<file path="config.mk">
export PLATFORM = sky130hd
export DESIGN_NAME = anita3_pps_delay_trigger
export DESIGN_NICKNAME = d
export VERILOG_FILES = /design/src/rtl/anita3_pps_delay_trigger.sv
export SDC_FILE = /design/constraint.sdc
export NUM_CORES = 1
export LEC_CHECK = 0
export BUFFER_PORTS_ARGS = -buffer_cell sky130_fd_sc_hd__buf_4
export CAP_MARGIN = 20
export CORE_UTILIZATION = 60
export DETAILED_ROUTE_END_ITERATION = 10
export PLACE_DENSITY = 0.85
export SETUP_SLACK_MARGIN = 0.2
export SKIP_LAST_GASP = 1
export SLEW_MARGIN = 20
export SYNTH_ARGS = -nofsm -noshare
export SYNTH_HDL_FRONTEND = slang
export SYNTH_SLANG_ARGS = --single-unit
</file>
<file path="constraint.sdc">
create_clock -name clk33_i -period 4.9 [get_ports clk33_i]
set_input_delay 0.49 -clock clk33_i [delete_from_list [all_inputs] [get_ports clk33_i]]
set_output_delay 0.49 -clock clk33_i [all_outputs]
set_load 0.01 [all_outputs]
</file>
<file path="src/rtl/anita3_pps_delay_trigger.sv">
// PPS1 delayed trigger: fires a PULSE_LEN-cycle trig_o a programmable delay after each PPS,
// plus a missing-PPS watchdog. Optional period measurement enabled by PPS_PERIOD_MEAS_EN.
module anita3_pps_delay_trigger #(
  parameter int CNT_W     = 32,
  parameter int PULSE_LEN = 4,
  parameter int WDOG_CYC  = 34000000
) (
  input  logic             clk33_i,
  input  logic             rst_n_i,
  input  logic             pps_i,
  input  logic             en_i,
  input  logic [CNT_W-1:0] delay_i,
  output logic             trig_o,
  output logic             armed_o,
  output logic             skip_o,
  output logic             pps_lost_o,
  output logic [CNT_W-1:0] period_o,
  output logic             period_valid_o
);

  localparam int PLEN_W = (PULSE_LEN > 1) ? $clog2(PULSE_LEN) : 1;
  localparam logic [PLEN_W-1:0] PLEN_LAST = PLEN_W'(PULSE_LEN - 1);
  localparam logic [CNT_W-1:0]  WDOG      = CNT_W'(WDOG_CYC);

  typedef enum logic [1:0] {IDLE, COUNT, FIRE} state_t;

  state_t            state, state_nxt;
  logic [CNT_W-1:0]  dly, dly_nxt;
  logic [CNT_W-1:0]  cnt, cnt_nxt;
  logic [PLEN_W-1:0] plen, plen_nxt;
  logic [CNT_W-1:0]  since_cnt, since_nxt;

  always_ff @(posedge clk33_i or negedge rst_n_i) begin
    if (!rst_n_i) begin
      state   <= IDLE;
      dly     <= '0;
      cnt     <= '0;
      plen    <= '0;
      trig_o  <= 1'b0;
      armed_o <= 1'b0;
      skip_o  <= 1'b0;
    end else begin
      state   <= state_nxt;
      dly     <= dly_nxt;
      cnt     <= cnt_nxt;
      plen    <= plen_nxt;
      trig_o  <= (state_nxt == FIRE);
      armed_o <= (state_nxt == COUNT);
      skip_o  <= en_i & pps_i & (state == FIRE);
    end
  end

  // A PPS outside FIRE (re)arms from scratch, so a PPS mid-COUNT abandons the pending trigger.
  always_comb begin
    state_nxt = state;
    dly_nxt   = dly;
    cnt_nxt   = cnt;
    plen_nxt  = plen;
    if (!en_i) begin
      state_nxt = IDLE;
      cnt_nxt   = '0;
      plen_nxt  = '0;
    end else if (pps_i && state != FIRE) begin
      dly_nxt   = delay_i;
      cnt_nxt   = '0;
      plen_nxt  = '0;
      state_nxt = (delay_i == '0) ? FIRE : COUNT;
    end else begin
      case (state)
        COUNT: begin
          if (cnt == dly - CNT_W'(1)) begin
            state_nxt = FIRE;
            plen_nxt  = '0;
          end else begin
            cnt_nxt = cnt + CNT_W'(1);
          end
        end
        FIRE: begin
          if (plen == PLEN_LAST) state_nxt = IDLE;
          else                   plen_nxt  = plen + PLEN_W'(1);
        end
        IDLE:    state_nxt = IDLE;
        default: state_nxt = IDLE;
      endcase
    end
  end

  // Watchdog counter saturates so a long PPS outage never wraps back to "healthy".
  always_comb begin
    if (pps_i)                  since_nxt = '0;
    else if (since_cnt >= WDOG) since_nxt = WDOG;
    else                        since_nxt = since_cnt + CNT_W'(1);
  end

  always_ff @(posedge clk33_i or negedge rst_n_i) begin
    if (!rst_n_i) begin
      since_cnt  <= '0;
      pps_lost_o <= 1'b0;
    end else begin
      since_cnt  <= since_nxt;
      pps_lost_o <= (since_nxt >= WDOG);
    end
  end

`ifdef PPS_PERIOD_MEAS_EN
  always_ff @(posedge clk33_i or negedge rst_n_i) begin
    if (!rst_n_i) begin
      period_o       <= '0;
      period_valid_o <= 1'b0;
    end else begin
      period_valid_o <= pps_i;
      if (pps_i) period_o <= since_cnt + CNT_W'(1);
    end
  end
`else
  assign period_o       = '0;
  assign period_valid_o = 1'b0;
`endif

endmodule
</file>
Yosys cells after proc, flatten, opt, wreduce, memory -nomap -nowiden
Cells that the tools add are included.
{"block": "word_totals", "ff_bits": 104, "latch_bits": 0, "mem_bits_rw": 0, "rom_bits": 0, "out_inout_bits": 37, "memories": 0}
{"block": "classes", "addsub": 4, "multipliers": 0, "div": 0, "order_cmp": 2, "eq_ne": 12, "shifts": 0, "n_mux": 17, "bitwise": 2, "reduce_logical": 5}
{"op": "$mux 32", "n": 6}
{"op": "$add 32x1->32 const B", "n": 2}
{"op": "$ge 32x26->1 const B", "n": 2}
{"op": "$eq 32x32->1", "n": 1}
{"op": "$logic_not 32->1", "n": 1}
{"op": "$sub 32x1->32 const B", "n": 1}
{"op": "$mux 2", "n": 9}
{"op": "$ne 4x4->1 const B", "n": 2}
{"op": "$pmux 2 s2", "n": 2}
{"op": "$eq 2x2->1 const B", "n": 3}
{"op": "$eq 2x1->1 const B", "n": 2}
{"op": "$ne 4x1->1 const B", "n": 1}
{"op": "$reduce_and 2->1", "n": 2}
{"op": "$ne 3x1->1 const B", "n": 1}
{"op": "$ne 3x3->1 const B", "n": 1}
{"op": "$reduce_and 3->1", "n": 1}
{"op": "$add 2x1->2 const B", "n": 1}
{"op": "$and 1x1->1", "n": 2}
{"op": "$ne 2x2->1 const B", "n": 1}
{"op": "$logic_and 1x1->1", "n": 1}

Depth between registers and ports, before layout
Gate-level depths: netlist of the first run.
{"block": "depth", "word_depth": 7, "depth_mapped": 14, "depth_no_buf": 11}

Least setup slack after synthesis of the first run
Ideal clock, no wire load.
{"block": "synth_path", "kind": "reg-to-reg", "start": "register dly[22]", "end": "register cnt[1]", "arrival_time_ns": 3.351, "required_time_ns": 4.763, "path_slack_ns": 1.412, "stages_incl_launch_ff": 13, "path_buffers": 3, "cell_sequence": "dfrtp_1 -> or4_4 -> or4_4 -> nor3_4 -> mux2_1 -> o211a_1 -> or4b_1 -> buf_6 -> o21ai_2 -> buf_4 -> buf_6 -> mux2i_1 -> nor2_1"}
{"block": "synth_via", "elab_chain_cells": 4}
{"item": "from (decl)", "line_no": "28", "source": "logic [CNT_W-1:0] dly, dly_nxt;"}
{"item": "from (signal assigned)", "line_no": "44", "source": "dly <= dly_nxt;"}
{"item": "$sub 32x1->32", "line_no": "71", "source": "if (cnt == dly - CNT_W'(1)) begin"}
{"item": "$eq 32x32->1", "line_no": "71"}
{"item": "$ne 3x3->1 (no line)"}
{"item": "$reduce_and 2->1 (no line)"}
{"item": "to (signal assigned)", "line_no": "45", "source": "cnt <= cnt_nxt;"}
{"item": "to (decl)", "line_no": "29", "source": "logic [CNT_W-1:0] cnt, cnt_nxt;"}
Every way passes these cells.
A chain may end at the register's enable or synchronous reset.

Worst setup path in the final report of the first run
{"block": "layout_path", "start": "register dly[22]", "end": "register cnt[25]"}
The elaborated chain is that of the path after synthesis.

==> results of run 1 <==
==> state kept, by name, summed over array words and instances, names as in the netlist <==
name        count
cnt            32
dly            32
plen            2
state           2
pps_lost_o      1
trig_o          1
since_cnt      32
armed_o         1
skip_o          1
==> worst register-to-register path, delay by kind of cell (launching register included) <==
kind / cells / cell delay (ns)
mux: 1 / 0.35
compound gates: 4 / 1.19
flops: 1 / 0.45
simple gates: 4 / 1.95
==> cells in the mapped netlist (3+ instances only) <==
library cell / instances / area [µm²]
o21ai_1: 21 / 105
nor4_1: 19 / 119
o31ai_1: 5 / 37.5
o2111ai_1: 4 / 35.0
mux2_2: 34 / 383
mux2i_1: 5 / 50.1
o21a_1: 6 / 45.0
ha_1: 7 / 87.6
or4_1: 10 / 75.1
o21ai_0: 11 / 55.1
and3_1: 10 / 62.6
nand3_1: 37 / 185
nor3_1: 20 / 100
or4b_1: 3 / 30.0
o21ai_2: 3 / 26.3
nand2b_1: 4 / 25.0
nand2_1: 41 / 154
xnor2_1: 33 / 289
o211ai_1: 3 / 22.5
a21oi_1: 37 / 185
and4_1: 3 / 26.3
nand3b_1: 7 / 52.6
and2_1: 5 / 31.3
a21oi_2: 8 / 70.1
xor2_1: 28 / 245
buf_4: 35 / 263
clkbuf_1: 15 / 56.3
a31oi_1: 3 / 18.8
nand4_1: 12 / 75.1
nor2b_1: 4 / 25.0
or3_1: 31 / 194
a211oi_1: 6 / 45.0
buf_6: 3 / 33.8
inv_1: 21 / 78.8
dfrtp_1: 104 / 2600
nor2_1: 59 / 221
==> stage by stage <==
step / instances / util, % / hold WS, ns / cell area [µm²] / total power, mW
after global routing: 881 / 67.3 / 0.198 / 7040 / 1.90
final: 881 / 67.3 / 0.143 / 7040 / 1.82
after CTS: 881 / 67.3 / 0.162 / 7040 / 1.83
after global placement: 865 / 65.3 / 0.501 / 6830 / 1.25
after floorplan: 738 / - / 0.194 / 6680 / 1.18
after detailed placement: 865 / 65.3 / 0.529 / 6830 / 1.27
==> routing by layer <==
layer / vias to the layer above / wire length, µm
li1: 2540 / -
met1: 2729 / 6520
met2: 200 / 7840
met3: 39 / 810
met4: 0 / 465
met5: - / 0
==> final cells by class <==
type	instances	area, µm²	share of cell area, %
inverters	21	78.8	1.12
clock inverters	4	52.6	0.747
flip-flops and latches	104	2600	37.0
multi-input cells	556	3620	51.4
repair buffers	48	360	5.12
clock buffers	12	155	2.20
well taps	136	170	2.42
==> worst min-delay path by stage <==
stage / from / end / slack (ns)
floorplan: rst_n_i / armed_o / 0.19
global placement: since_cnt[0] / since_cnt[0] / 0.50
detailed placement: since_cnt[0] / since_cnt[0] / 0.53
CTS: rst_n_i / dly[19] / 0.16
global route: rst_n_i / dly[15] / 0.20
finish: rst_n_i / cnt[18] / 0.14
==> cell families after synthesis <==
kind of cell               synth area share (%)
buffers and inverters                      7.10
and+or+nand+nor                            23.8
xor gates and xnor gates                   8.17
other                                    0.0573
DFF                                        39.8
AOI/OAI and AO/OA                          12.8
adders and majority gates                  1.34
muxes                                      6.96
==> power by group <==
part / internal (mW) / switching, mW / total, mW / leakage [nW]
Clock: 0.265 / 0.296 / 0.561 / 0.107
Combinational: 0.127 / 0.151 / 0.279 / 1.29
Sequential: 0.904 / 0.0738 / 0.977 / 1.35
==> qor.yml, run 1 <==
portBuffers: 39
setup_violations: 0
num_vias: 5508
area_delta_synth_final_pct: 7.61
critPathCaptureType: "flip-flop"
initialDrtViolationCount: 339
ff2ff_path_depth: 9
r2r_end: "cnt[25]"
syn_area_mm2: 0.00654
path_clk_slew_ns: 0.10
synth_cell_types: 69
hold_class: "in -> async"
ctsResizeCount: 0
antenna_left: 0
critical_path_peak_fanout: 25
grtUsageTotal_pct: 29.3
power.density_mw_per_mm2: 258
drtPass1Iterations: 4
grt_setup_unrepaired: "false"
async_flop_share_pct: 100
startpoint: "dly[22]"
layout_common_cells: "dfrtp_1, nor2_1, buf_4"
reg2reg_slack_ns: 0.88
wirelength_mm: 15.6
grt_pass1_vias: 5322
core_region_area_mm2: 0.0105
die_w_um: 106
ys_ff_latch: 104
vias_per_cell: 6.25
cap_viol_max_count: 0
h-tree-depth: 3
clock_path_buffers: 2
cp_top_family: "simple AND/OR/NAND/NOR gates"
fillers: 819
ys_seq_area_share_pct: 39.8
power_leakage_nw: 2.74
worst_slew_pin_slew_ns: 0.876
setup_tns_ns: 0
root_buffer: "clkbuf_8"
numCtsBuffers: 9
crit_top_cell: "or4_4"
max_stage_delay_ns: 0.69
netlist_instances: 700
worst-path-stages: 9
endpoint: "cnt[25]"
dpl.hpwl_mm: 11.6
initial_core_util_pct: 62.5
met2_usage_pct: 50.9
crit_buf_inv: 0
cts_tree: "yes"
insertion_delay_ns: 0.39
period_share_pct: 82.1
post_drt_wl_per_cell_um: 17.8
syn_area_per_cell_um2: 9.34
path_cells: "or4_4 > or4_4 > nor3_4 > mux2_1 > o211a_1 > or4b_1 > o211ai_4 > o21ai_1 > a21oi_2"
cp_slowest_cell: "o211ai_4"
overflow: 0
synth-edff-count: 0
fin_nets: 783
yosysWarnings: 0
slew_violations: 0
drive_gt1_share_pct: 16.8
hold_viol: 0
grt_pass1_wl_mm: 25.8
worstPathArrival_ns: 4.33
use_met1_pct: 34.8
ios: 73
place_ws_ns: 0.926
finalWorstSetupSlack_ns: 0.877
drc: 0
cts_setup_buffers: 0
grt_use_met3_pct: 6.56
path_class: "reg -> reg"
max_slew_margin_pct: 41.6
place_congestion: 1.03
die_area_mm2: 0.0113
peakVddDrop_mv: 0.298
grt_max_degree: 58
antenna_cells: 0
dominantRegCellSynth: "dfrtp_1"
timing.rr.start: "dly[22]"
antenna_found_initial: 0
final_common_cell: "dfrtp_1"
status: "finished, final reports clean"
core.rowCount: 37
min_period_ns: 4.02
worstPathRequired_ns: 5.21
grt_busiest_layer: "met2"
die_y_um: 106
startpoint_type: "flip-flop"
fin_skew_ns: 0.0145
clock.fmax_mhz: 249
cts_sinks: 104
postCtsHoldBufs: 0
Note: power is estimated with default switching activity, not from simulation.
==> run 2, diff against run 1 <==
CORE_UTILIZATION = 54   (was 60)
PLACE_DENSITY = 0.81   (was 0.85)
clock period = 3.4 ns   (was 4.9 ns; I/O delays follow)
==> run 2 against run 1 <==
Compared with the run above:
- the run now ends with design-rule violations, negative setup slack left
- register-to-register slack lost 0.89 ns
- total power grew 57%
- hold slack lost 0.079 ns
- cell count grew 5.4%
- critical path type unchanged
- largest cell class unchanged
- highest routed layer unchanged
==> qor.yml, run 2 (synthesized netlist as in run 1, its figures left out) <==
final_common_cell: "dfrtp_1"
area_delta_synth_final_pct: 15.5
grt_max_degree: 61  # +5.2%
wirelength_mm: 15.6  # -0.30%
layout_common_cells: "dfrtp_1, buf_4, nor2_1"
grt_setup_unrepaired: "true"
drc: 10  # +10
drive_gt1_share_pct: 23.2  # +6.4 points
crit_top_cell: "or4_4"
wl_met2_mm: 7.85  # about the same
switching_share_pct: 28.6  # about the same
hold_class: "in -> async"
path_cells: "or4_4 > or4_4 > nor3_4 > mux2_4 > o211a_1 > or4b_4 > buf_6 > o211ai_4 > buf_4 > or3_1 > a21oi_2"
status: "finished with violations"
max_stage_delay_ns: 0.54  # -0.15 ns
min_period_ns: 3.41  # -0.614 ns
clock_path_buffers: 2  # unchanged
slew_violations: 0  # unchanged
final_core_util_pct: 65.1  # -2.2 points
post_drt_wl_per_cell_um: 16.8  # -5.5%
hold_viol: 0  # unchanged
max_slew_margin_pct: 47.5  # +5.9 points
worst_slew_pin_slew_ns: 0.788  # -0.0886 ns
period_share_pct: 100  # +18 points
ios: 73  # unchanged
worstPathRequired_ns: 3.63  # -1.58 ns
grtUsageTotal_pct: 26.7  # -2.6 points
final_cell_count_no_fill: 929  # +5.4%
path_clk_slew_ns: 0.07  # -0.03 ns
dpl.cell_count: 910  # +5.2%
startpoint_type: "flip-flop"
fin_nets: 824  # +5.2%
place_ws_ns: -0.0704  # -0.996 ns
cts_sinks: 104  # unchanged
power.density_mw_per_mm2: 378  # +46%
portBuffers: 39  # unchanged
h-tree-depth: 3  # unchanged
cp_slowest_cell: "or4_4"
initialDrtViolationCount: 461  # +36%
power_leakage_nw: 3.01  # +9.5%
cap_viol_max_count: 0  # unchanged
die_w_um: 112  # +5.3%
met3_length_um: 993  # +23%
critical_path_peak_fanout: 8  # -68%
clkPwrFrac_pct: 34.9  # +4.0 points
antenna_found_initial: 0  # unchanged
setup_violations: 3  # +3
hold_ws_ns: 0.0646  # -0.0787 ns
worstPathArrival_ns: 3.64  # -0.69 ns
grt_pass1_wl_mm: 26.3  # +2.2%
cts_tree: "yes"
violations: "design-rule violations, negative setup slack"
postCtsHoldBufs: 0  # unchanged
core.rowCount: 39  # +5.4%
antenna_cells: 0  # unchanged
combinationalPowerShare_pct: 16.4  # +1.1 points
place_congestion: 0.885  # -14%
drtPass1Iterations: 10  # +6
wl_met1_mm: 6.19  # -5.0%
vias_per_cell: 6.01  # -3.8%
overflow: 0  # unchanged
finalWorstSetupSlack_ns: -0.00909  # -0.886 ns
insertion_delay_ns: 0.36  # -0.03 ns
core_region_area_mm2: 0.0116  # +11%
peakVddDrop_mv: 0.380  # +28%
initial_core_util_pct: 56.3  # -6.2 points
intPower_mw: 2.04  # +57%
setup_tns_ns: -0.0185  # -0.0185 ns
fin_skew_ns: 0.00710  # -0.00743 ns
root_buffer: "clkbuf_16"
critPathCaptureType: "flip-flop"
die_y_um: 112  # +5.3%
clock.fmax_mhz: 293  # +18%
num_vias: 5586  # +1.4%
antenna_left: 0  # unchanged
top_regs: "cnt: 32 flops, dly: 32 flops, since_cnt: 32 flops"
dr.max_layer_used: "met4"
seq_power_share_pct: 48.8  # -5.0 points
dpl.hpwl_mm: 11.6  # +0.70%
path_class: "reg -> reg"
grt_pass1_vias: 5582  # +4.9%
numCtsBuffers: 9  # unchanged
die_area_mm2: 0.0126  # +11%
p_switching_mw: 0.817  # +57%
-- run 2: cell types whose count changed in the layout (fill, tap and decap cells not counted), sizes merged --
cell / delta
clkinvlp: +1
buf: +41
clkbuf: -2
bufinv: -1
inv: +2
-- run 2: power by group through the flow --
stage | Combinational (mW) | Clock, mW | Sequential (mW)
global placement | 0.439 | 0 | 1.41
global route | 0.512 | 1.08 | 1.40
floorplan | 0.310 | 0 | 1.39
finish | 0.467 | 0.995 | 1.39
CTS | 0.461 | 1.02 | 1.39
detailed placement | 0.455 | 0 | 1.41
-- run 2: stage by stage --
| stage | instance area (µm²) | power (mW) |
|---|---|---|
| 5_1_grt | 7560 | 2.99 |
| 3_3_place_gp | 7190 | 1.84 |
| 3_5_place_dp | 7190 | 1.86 |
| 2_1_floorplan | 6750 | 1.70 |
| 6_report | 7560 | 2.85 |
| 4_1_cts | 7520 | 2.87 |
-- run 2: routing by layer --
| layer | GRT usage, % | up-vias |
|---|---|---|
| met4 | 13.9 | 0 |
| met2 | 45.9 | 219 |
| met5 | 0 | - |
| li1 | - | 2624 |
| met3 | 5.78 | 37 |
| met1 | 31.4 | 2706 |
-- run 2: worst paths after layout --
kind / start / end / slack, ns / cells past startpoint
min in group clk33_i: delay_i[20] / dly[20] / 0.22 / 2
min: rst_n_i / since_cnt[7] / 0.06 / 1
max reg2reg: dly[25] / cnt[15] / -0.009 / 11
min reg2reg: since_cnt[0] / since_cnt[0] / 0.52 / 1
max: dly[25] / cnt[15] / -0.009 / 11
max in group asynchronous: rst_n_i / cnt[7] / 2.52 / 2
-- run 2: repair_timing --
| item | CTS | global route |
|---|---|---|
| setup endpoints to repair | 38 | 38 |
| gates resized for setup | 7 | 8 |
| pin swaps | 12 | 4 |
| buffers inserted | 3 | 0 |
-- run 2: critical path: cells and delay by family, from the launching register on --
kind | cells | cell delay, ns
flops | 1 | 0.38
compound gates | 3 | 0.36
simple gates | 5 | 1.85
buf+inv | 2 | 0.37
mux | 1 | 0.32
-- run 2: layout make-up --
cell class	count	area [µm²]
flip-flops and latches	104	2600
multi-input cells	556	3710
well taps	143	179
fillers	942	4060
clock buffers	10	229
inverters	21	78.8
repair buffers	89	707
clock inverters	6	52.6
